===== src/rtl/shift_right_4_add_inv_pkg.sv =====
// Shared definitions for the x + (x >>> SHIFT) inverse scaler.
//   DATA_W        : sample width
//   DEFAULT_SHIFT : default shift of the forward scaler being inverted
//   state_t       : FSM state encoding (visible to benches for decode)
//   sat_to_data   : clamp a DATA_W+1 signed value into DATA_W bits
package shift_right_4_add_inv_pkg;

  localparam int unsigned DATA_W        = 32;
  localparam int unsigned DEFAULT_SHIFT = 4;

  typedef enum logic [1:0] {
    IDLE = 2'd0,
    ITER = 2'd1,
    DONE = 2'd2
  } state_t;

  // Saturate a one-bit-wider signed result back into DATA_W bits.
  function automatic logic signed [DATA_W-1:0] sat_to_data(input logic signed [DATA_W:0] v);
    logic signed [DATA_W-1:0] r;
    if (v[DATA_W] != v[DATA_W-1]) begin
      r = v[DATA_W] ? {1'b1, {(DATA_W-1){1'b0}}} : {1'b0, {(DATA_W-1){1'b1}}};
    end else begin
      r = v[DATA_W-1:0];
    end
    return r;
  endfunction

endpackage


===== src/rtl/shift_right_4_add_inv_step.sv =====
// One contraction step of the inverse scaler, purely combinational.
//   x_i      : captured target sample
//   y_i      : current iterate
//   y_next_c : sat(x - (y >>> SHIFT))
//   exact_c  : sat(y_next + (y_next >>> SHIFT)) == x
module shift_right_4_add_inv_step
  import shift_right_4_add_inv_pkg::*;
#(
  parameter int unsigned SHIFT = DEFAULT_SHIFT
) (
  input  logic [DATA_W-1:0] x_i,
  input  logic [DATA_W-1:0] y_i,
  output logic [DATA_W-1:0] y_next_c,
  output logic              exact_c
);

  logic signed [DATA_W-1:0] x_s;
  logic signed [DATA_W-1:0] y_s;
  logic signed [DATA_W-1:0] shr_y;
  logic signed [DATA_W-1:0] y_nxt;
  logic signed [DATA_W-1:0] shr_nxt;
  logic signed [DATA_W:0]   diff;
  logic signed [DATA_W:0]   sum;
  logic signed [DATA_W-1:0] fwd;

  // Arithmetic shifts keep negative samples on the floor side (no rounding to zero).
  always_comb begin
    x_s     = $signed(x_i);
    y_s     = $signed(y_i);
    shr_y   = y_s >>> SHIFT;
    diff    = $signed({x_s[DATA_W-1], x_s}) - $signed({shr_y[DATA_W-1], shr_y});
    y_nxt   = sat_to_data(diff);
    shr_nxt = y_nxt >>> SHIFT;
    sum     = $signed({y_nxt[DATA_W-1], y_nxt}) + $signed({shr_nxt[DATA_W-1], shr_nxt});
    fwd     = sat_to_data(sum);
    y_next_c = y_nxt;
    exact_c  = (fwd == x_s);
  end

endmodule


===== src/rtl/shift_right_4_add_inv.sv =====
// Iterative inverse of the forward pre-scaler y + (y >>> SHIFT).
// Runs y <- x - (y >>> SHIFT) from y = x until it stops changing or the
// iteration cap is hit, then presents the result with valid/ready.
//   clk, rst            : clock, synchronous active-high reset
//   in_valid/in_ready   : input handshake, data_i = signed sample x
//   out_valid/out_ready : output handshake
//   data_o              : result y
//   exact_o             : y is an exact preimage of x
//   iter_o              : update cycles used (1..MAX_ITER)
module shift_right_4_add_inv
  import shift_right_4_add_inv_pkg::*;
#(
  parameter int unsigned SHIFT    = DEFAULT_SHIFT,
  parameter int unsigned MAX_ITER = 8,
  parameter int unsigned ITER_W   = 4
) (
  input  logic              clk,
  input  logic              rst,
  input  logic              in_valid,
  output logic              in_ready,
  input  logic [DATA_W-1:0] data_i,
  output logic              out_valid,
  input  logic              out_ready,
  output logic [DATA_W-1:0] data_o,
  output logic              exact_o,
  output logic [ITER_W-1:0] iter_o
);

  state_t              state_q, state_d;
  logic [DATA_W-1:0]   x_q, x_d;
  logic [DATA_W-1:0]   y_q, y_d;
  logic [ITER_W-1:0]   cnt_q, cnt_d;
  logic [DATA_W-1:0]   data_q, data_d;
  logic                exact_q, exact_d;
  logic [ITER_W-1:0]   iter_q, iter_d;
  logic                in_ready_q, in_ready_d;
  logic                out_valid_q, out_valid_d;

  logic [DATA_W-1:0]   y_next_c;
  logic                exact_c;
  logic                converged_c;
  logic                cap_c;

  shift_right_4_add_inv_step #(
    .SHIFT (SHIFT)
  ) u_step (
    .x_i      (x_q),
    .y_i      (y_q),
    .y_next_c (y_next_c),
    .exact_c  (exact_c)
  );

  assign converged_c = (y_next_c == y_q);
  assign cap_c       = (cnt_q == ITER_W'(MAX_ITER - 1));

  // State and datapath registers.
  always_ff @(posedge clk) begin
    if (rst) begin
      state_q     <= IDLE;
      x_q         <= '0;
      y_q         <= '0;
      cnt_q       <= '0;
      data_q      <= '0;
      exact_q     <= 1'b0;
      iter_q      <= '0;
      in_ready_q  <= 1'b1;
      out_valid_q <= 1'b0;
    end else begin
      state_q     <= state_d;
      x_q         <= x_d;
      y_q         <= y_d;
      cnt_q       <= cnt_d;
      data_q      <= data_d;
      exact_q     <= exact_d;
      iter_q      <= iter_d;
      in_ready_q  <= in_ready_d;
      out_valid_q <= out_valid_d;
    end
  end

  // Next-state logic; handshake flags are registered from the next state.
  always_comb begin
    state_d     = state_q;
    x_d         = x_q;
    y_d         = y_q;
    cnt_d       = cnt_q;
    data_d      = data_q;
    exact_d     = exact_q;
    iter_d      = iter_q;
    in_ready_d  = in_ready_q;
    out_valid_d = out_valid_q;

    case (state_q)
      IDLE: begin
        if (in_valid) begin
          x_d        = data_i;
          y_d        = data_i;
          cnt_d      = '0;
          in_ready_d = 1'b0;
          state_d    = ITER;
        end
      end
      ITER: begin
        y_d   = y_next_c;
        cnt_d = cnt_q + ITER_W'(1);
        // Strict equality: x=0 converges on the first update.
        if (converged_c || cap_c) begin
          data_d      = y_next_c;
          iter_d      = cnt_q + ITER_W'(1);
          exact_d     = exact_c;
          out_valid_d = 1'b1;
          state_d     = DONE;
        end
      end
      DONE: begin
        // No same-cycle re-accept: in_ready rises only once back in IDLE.
        if (out_ready) begin
          out_valid_d = 1'b0;
          in_ready_d  = 1'b1;
          state_d     = IDLE;
        end
      end
      default: begin
        out_valid_d = 1'b0;
        in_ready_d  = 1'b1;
        state_d     = IDLE;
      end
    endcase
  end

  assign in_ready  = in_ready_q;
  assign out_valid = out_valid_q;
  assign data_o    = data_q;
  assign exact_o   = exact_q;
  assign iter_o    = iter_q;

endmodule


===== config.mk =====
export PLATFORM = sky130hd
export DESIGN_NAME = shift_right_4_add_inv
export DESIGN_NICKNAME = d
export VERILOG_FILES = /design/src/rtl/shift_right_4_add_inv_pkg.sv /design/src/rtl/shift_right_4_add_inv_step.sv /design/src/rtl/shift_right_4_add_inv.sv
export SDC_FILE = /design/constraint.sdc
export NUM_CORES = 1
export LEC_CHECK = 0
export BUFFER_PORTS_ARGS = -buffer_cell sky130_fd_sc_hd__buf_2
export CAP_MARGIN = 5
export CORE_MARGIN = 2
export CORE_UTILIZATION = 64
export CTS_BUF_LIST = sky130_fd_sc_hd__clkbuf_8
export CTS_CLUSTER_SIZE = 24
export DETAILED_ROUTE_END_ITERATION = 10
export PLACE_DENSITY = 0.89
export SLEW_MARGIN = 20
export SYNTH_ARGS = -nofsm -noshare
export SYNTH_HDL_FRONTEND = slang
export SYNTH_SLANG_ARGS = --single-unit
export TNS_END_PERCENT = 10

===== constraint.sdc =====
create_clock -name clk -period 8.4 [get_ports clk]
set_input_delay 1.68 -clock clk [delete_from_list [all_inputs] [get_ports clk]]
set_output_delay 1.68 -clock clk [all_outputs]
set_load 0.05 [all_outputs]

==> Word level (Yosys, flattened, before mapping) <==
Cells that the tools add are included.
{ "op_classes": {"add_sub_neg": 3, "eq_ne": 10, "mux": 18, "bitwise": 2, "n_reduce_logical": 9} }
{ "op_table": {"columns": ["cell", "n"], "rows": [
  ["two-way mux 32 bit", 5],
  ["== test 32 bit", 2],
  ["case mux 32 bit (2 select lines)", 1],
  ["adder 32 x 28 -> 33 bit", 1],
  ["subtractor 32 x 28 -> 33 bit", 1],
  ["AND reduction 3 bit", 3],
  ["case mux 4 bit (2 select lines)", 1],
  ["two-way mux 2 bit", 3],
  ["!= test 2 bit, second input constant", 3],
  ["case mux 1 bit (3 select lines)", 2],
  ["case mux 2 bit (3 select lines)", 1],
  ["AND reduction 2 bit", 3],
  ["adder 4 x 1 -> 4 bit, second input constant", 1],
  ["== test 4 x 3 -> 1 bit, second input constant", 1],
  ["two-way mux 1 bit", 4],
  ["two-way mux 4 bit", 1],
  ["== test 2 x 1 -> 1 bit, second input constant", 1],
  ["== test 2 bit, second input constant", 1],
  ["zero test 2 bit", 1],
  ["!= test 1 bit", 2],
  ["NOT 1 bit", 2],
  ["nonzero test 2 bit", 1],
  ["logical OR 1 bit", 1]
]} }
{ "word_totals": {"register_bits": 109} }

==> Depth between registers and ports, before layout <==
{ "depth": {"depth_word": 7, "ltp_mapped": 31, "depth_no_buf": 28} }

==> Hierarchy <==
A second synthesis with hierarchy kept.
{ "hier_totals": {"cells_unflattened": 1312, "hier_area_um2": 9719.3} }
{ "by_module_without_submodules": {"columns": ["mod", "n_inst", "cells_per_inst", "area_per_inst_um2"], "rows": [
  ["shift_right_4_add_inv", 1, 635, 5128.7],
  ["shift_right_4_add_inv_step", 1, 677, 4590.7]
]} }

==> Worst setup path after synthesis <==
OpenSTA, ideal clock, no wires.
{ "synth_timing": {"path_type": "register to register", "startpoint": "register y_q[21]", "endpoint": "register exact_q, in the netlist exact_o", "arrival_ns": 6.598, "path_slack_ns": 1.733, "stages_incl_launch_ff": 30, "period_less_slack_ns": 6.667, "path_cell_list": "dfxtp_1 > inv_1 > ha_1 > clkbuf_1 > nand4_1 > nor4_1 > nand3_1 > a21oi_2 > a311o_1 > a31oi_2 > clkbuf_1 > clkbuf_1 > a21oi_1 > ha_1 > inv_1 > fa_1 > nand2b_1 > a21oi_1 > a2111oi_0 > a211o_1 > o211a_1 > o31ai_1 > clkbuf_1 > a31oi_1 > xnor2_1 > a2111o_1 > o211ai_1 > o22ai_1 > or4_1 > o21ai_1"} }
{ "synth_between": {"elab_chain_cells": 7, "elab_cells_between_ends": 12, "classes_between": "2 x add/sub; 4 x eq/ne; 4 x mux; 2 x reduce/logical"} }
{ "synth_lines": {"columns": ["element", "line_no", "source"], "rows": [
  ["start, declared", "shift_right_4_add_inv.sv:31", "logic [DATA_W-1:0] y_q, y_d;"],
  ["start signal, assigned", "shift_right_4_add_inv.sv:71", "y_q <= y_d;"],
  ["subtractor 32 x 28 -> 33 bit (*)", "shift_right_4_add_inv_step.sv:31", "diff = $signed({x_s[DATA_W-1], x_s}) - $signed({shr_y[DATA_W-1], shr_y});"],
  ["two-way mux 32 bit / != test 1 bit (equally long branches)", "shift_right_4_add_inv_pkg.sv:21, shift_right_4_add_inv_pkg.sv:20", null],
  ["two-way mux 32 bit (*)", "shift_right_4_add_inv_pkg.sv:20", "if (v[DATA_W] != v[DATA_W-1]) begin"],
  ["net u_step.y_next_c[0]", "shift_right_4_add_inv_step.sv:13", "output logic [DATA_W-1:0] y_next_c,"],
  ["adder 32 x 28 -> 33 bit", "shift_right_4_add_inv_step.sv:34", "sum = $signed({y_nxt[DATA_W-1], y_nxt}) + $signed({shr_nxt[DATA_W-1], shr_nxt});"],
  ["two-way mux 32 bit / != test 1 bit (equally long branches)", "shift_right_4_add_inv_pkg.sv:21, shift_right_4_add_inv_pkg.sv:20", null],
  ["two-way mux 32 bit", "shift_right_4_add_inv_pkg.sv:20", null],
  ["== test 32 bit", "shift_right_4_add_inv_step.sv:37", "exact_c = (fwd == x_s);"],
  ["end signal, assigned", "shift_right_4_add_inv.sv:74", "exact_q <= exact_d;"],
  ["end, declared", "shift_right_4_add_inv.sv:34", "logic exact_q, exact_d;"]
]} }
The timed path passes the listed nets; every way through them passes the cells marked *.
A chain may end at the register's enable or synchronous reset.

==> Worst setup path in the final report <==
{ "layout_timing": {"startpoint": "register y_q[31]", "endpoint": "register exact_q, in the netlist exact_o"} }
Same word-level chain as after synthesis.

==> impl_metrics.toml <==
[routing]
via_count = 12670
route.detailed.drc = 0
first_pass_iters = 6
highest_layer = "met4"
wl_met2_um = 17720
drtIter0Drc = 1720
via_per_inst = 7.207
route.met3.wl_um = 5016
wl_um = 41410
drt.antenna.violating_nets = 0
wirelength_met1_um = 15120
wire_per_inst_um = 23.56

[critical_path]
crit_type = "register to register"
required_ns = 8.74
critPathLaunch = "y_q[31]"
rrSetupSlack_ns = 0.60
end_kind = "register"
cp.arrival_ns = 8.14
critPathMaxFanout = 11
crit_end = "exact_o"
r2r_start = "y_q[31]"
reg2reg_to = "exact_o"
startpoint_type = "register"
ff2ff_path_depth = 26

[clocking]
h-tree-depth = 3
tritoncts = "yes"
post_cts_resized = 0
clock_tree.buffer_depth = 2
root_buffer = "clkbuf_8"
worstSkewPairLatency_ns = 0.41
cts.sinks = 109
numCtsBuffers = 9
clk_pin_slew_ns = 0.12
post_cts_buffers = 0
ctsHoldBuffers = 0

[timing]
fmaxAchievable_ghz = 0.1283
finalHoldViolCount = 0
maxSlewViolCount = 0
finalSetupTns_ns = 0
rsz0062_at_grt = "no"
period_needed_ns = 7.797
tightest_slew_ns = 0.9845
slew-limit-headroom = 0.3437
fin_crit_sh = 0.9282
finalSetupViolations = 0
fin_skew_ns = 0.02549

[grt]
grt_antenna_before_repair = 0
grt_pass1_vias = 11641
grt_overflow = 0
grt_start_max_net_pins = 68
grt_pass1_wl_um = 63940
grt.total_usage = 0.4596

[synthesis]
synth_seq_cells = 109
synth-main-ff-cell = "dfxtp_1"
avgSynthCellArea_um2 = 7.062
syn_inst = 1494
ys_seq_area_frac = 0.2068
netlist_top_cells_area = "dfxtp_1, a21oi_1, ha_1"
postSynth.asyncResetShare = 0
synth.distinct_cells = 95
yosysTopAreaCellShare = 0.2068
yosys.area.top_type = "dfxtp_1"
syn_area_um2 = 10550
synth_edf_count = 0
ys_warn_count = 0
synth_nets = 1596

[placement]
place_hpwl_um = 32300
gp_congestion = 1.120
placedCellCount = 1743
io_buffers = 74

[power_and_ir_drop]
p_per_area_nw_per_um2 = 477.0
ir_drop_mv = 0.6738
leakage_nw = 4.456
p_total_mw = 5.423

[floorplanning]
design.core.area_um2 = 16000
io_pins = 75
die_w_um = 132.4
rows = 46
start_util = 0.6594
die_y_um = 132.4
die_area_um2 = 17530

[finish]
fillerInstances = 1388
synthToLayoutAreaGrowth_pct = 7.756
drive_gt1_frac = 0.1174
fin_nets = 1640
final_cells = 1758
antenna_cells = 0
multi_input_area_um2 = 7806
seqCellArea_um2 = 2182

[run_status]
status = "finished, final reports clean"

[flow_run]
cap_violations = 0

[worst_hold_path]
min_path_type = "register to register"
-- worst min path at each step --
stage / endpoint / slack, ns / from / cells past startpoint
floorplan: x_q[0] / 0.46 / x_q[0] / 2
global placement: out_valid / 0.45 / out_valid / 2
detailed placement: out_valid / 0.46 / out_valid / 2
CTS: out_valid / 0.47 / out_valid / 2
global route: data_o[19] / 0.51 / data_o[19] / 2
finish: data_o[14] / 0.48 / data_o[14] / 2
-- power breakdown --
group | leakage [nW] | switching, mW | internal (mW)
logic | 3.48 | 2.86 | 1.63
registers | 0.891 | 0.0623 | 0.553
clock network | 0.0886 | 0.206 | 0.112
total | 4.46 | 3.13 | 2.29
-- routing by layer --
layer | vias to the layer above | track usage
met5 | - | 0
met4 | 0 | 0.3309
met3 | 260 | 0.1126
met2 | 897 | 0.7015
met1 | 5838 | 0.5644
li1 | 5675 | -
-- worst max-delay path: stages, from the launching register on --
cell       delay, ns
dfxtp_1         0.40
inv_1           0.19
ha_1            0.44
and3_1          0.31
and2_1          0.19
a221oi_1        0.40
o31ai_1         0.21
nor2_1          0.58
o21ai_2         0.28
o21ai_0         0.76
ha_1            0.33
inv_1           0.07
fa_1            0.40
nand2b_1        0.20
a21oi_1         0.20
a2111oi_0       0.11
a211o_1         0.35
o211a_1         0.29
o31ai_1         0.37
buf_4           0.25
a311oi_1        0.12
xnor2_1         0.31
nand3b_1        0.12
o22ai_1         0.15
a31oi_1         0.10
or4_1           0.46
o21ai_1         0.14
-- registers in the layout, summed over array words and instances, names as in the netlist --
register,count
cnt_q,4
data_o,32
exact_o,1
in_ready,1
iter_o,4
out_valid,1
state_q,2
x_q,32
y_q,32
-- cell usage in the layout, fill, tap and decap left out, types with 24 or more instances in the layout --
| cell type | Yosys | routed |
|---|---|---|
| a21oi_1 | 175 | 175 |
| inv_1 | 57 | 57 |
| nor2_1 | 99 | 97 |
| buf_2 | 6 | 73 |
| ha_1 | 64 | 64 |
| o21ai_0 | 93 | 93 |
| dfxtp_1 | 109 | 109 |
| a31oi_1 | 43 | 43 |
| nor3_1 | 44 | 44 |
| nand2_1 | 209 | 209 |
| buf_4 | 5 | 47 |
| a21o_1 | 27 | 27 |
| xnor2_1 | 31 | 31 |
| a211oi_1 | 29 | 29 |
| nand3_1 | 57 | 57 |
| o211ai_1 | 24 | 24 |
-- layout make-up --
cell class | instances | share of cell area
clock buffers | 9 | 0.01090
clock inverters | 6 | 0.004733
inverters | 57 | 0.01882
multi-input cells | 1241 | 0.6867
flip-flops and latches | 109 | 0.1919
well taps | 216 | 0.02377
repair buffers | 120 | 0.06317
-- through the flow --
step                      hold WS, ns  setup slack [ns]  utilization  instance area [um2]
after detailed placement       0.4582            0.8105       0.6994                11190
after global routing           0.5070           0.05136       0.7105                11370
final                          0.4814            0.6028       0.7105                11370
after floorplan                0.4575             1.733            -                10550
after CTS                      0.4736            0.7999       0.7105                11370
after global placement         0.4518            0.9519       0.6994                11190
-- cells by family (layout without fill, tap and decap cells) --
group           after synthesis  in the layout  synth area share
fa+ha+maj                    72             72           0.08539
simple gates                555            555            0.2547
mux                           7              7          0.006760
buf+inv                     144            192           0.05444
compound gates              560            560            0.3528
flops                       109            109            0.2068
xor+xnor                     47             47           0.03902
-- synthesized netlist by cell type, types with 13 or more instances --
| master | instances |
|---|---|
| nand2_1 | 209 |
| a21oi_1 | 175 |
| dfxtp_1 | 109 |
| nor2_1 | 99 |
| o21ai_0 | 93 |
| clkbuf_1 | 70 |
| ha_1 | 64 |
| inv_1 | 57 |
| nand3_1 | 57 |
| nor3_1 | 44 |
| a31oi_1 | 43 |
| xnor2_1 | 31 |
| a211oi_1 | 29 |
| a21o_1 | 27 |
| o211ai_1 | 24 |
| nand4_1 | 19 |
| o21a_1 | 17 |
| nand2b_1 | 16 |
| xor2_1 | 16 |
| and3_1 | 15 |
| or2_2 | 13 |
Power figures use the tool's default switching activity.
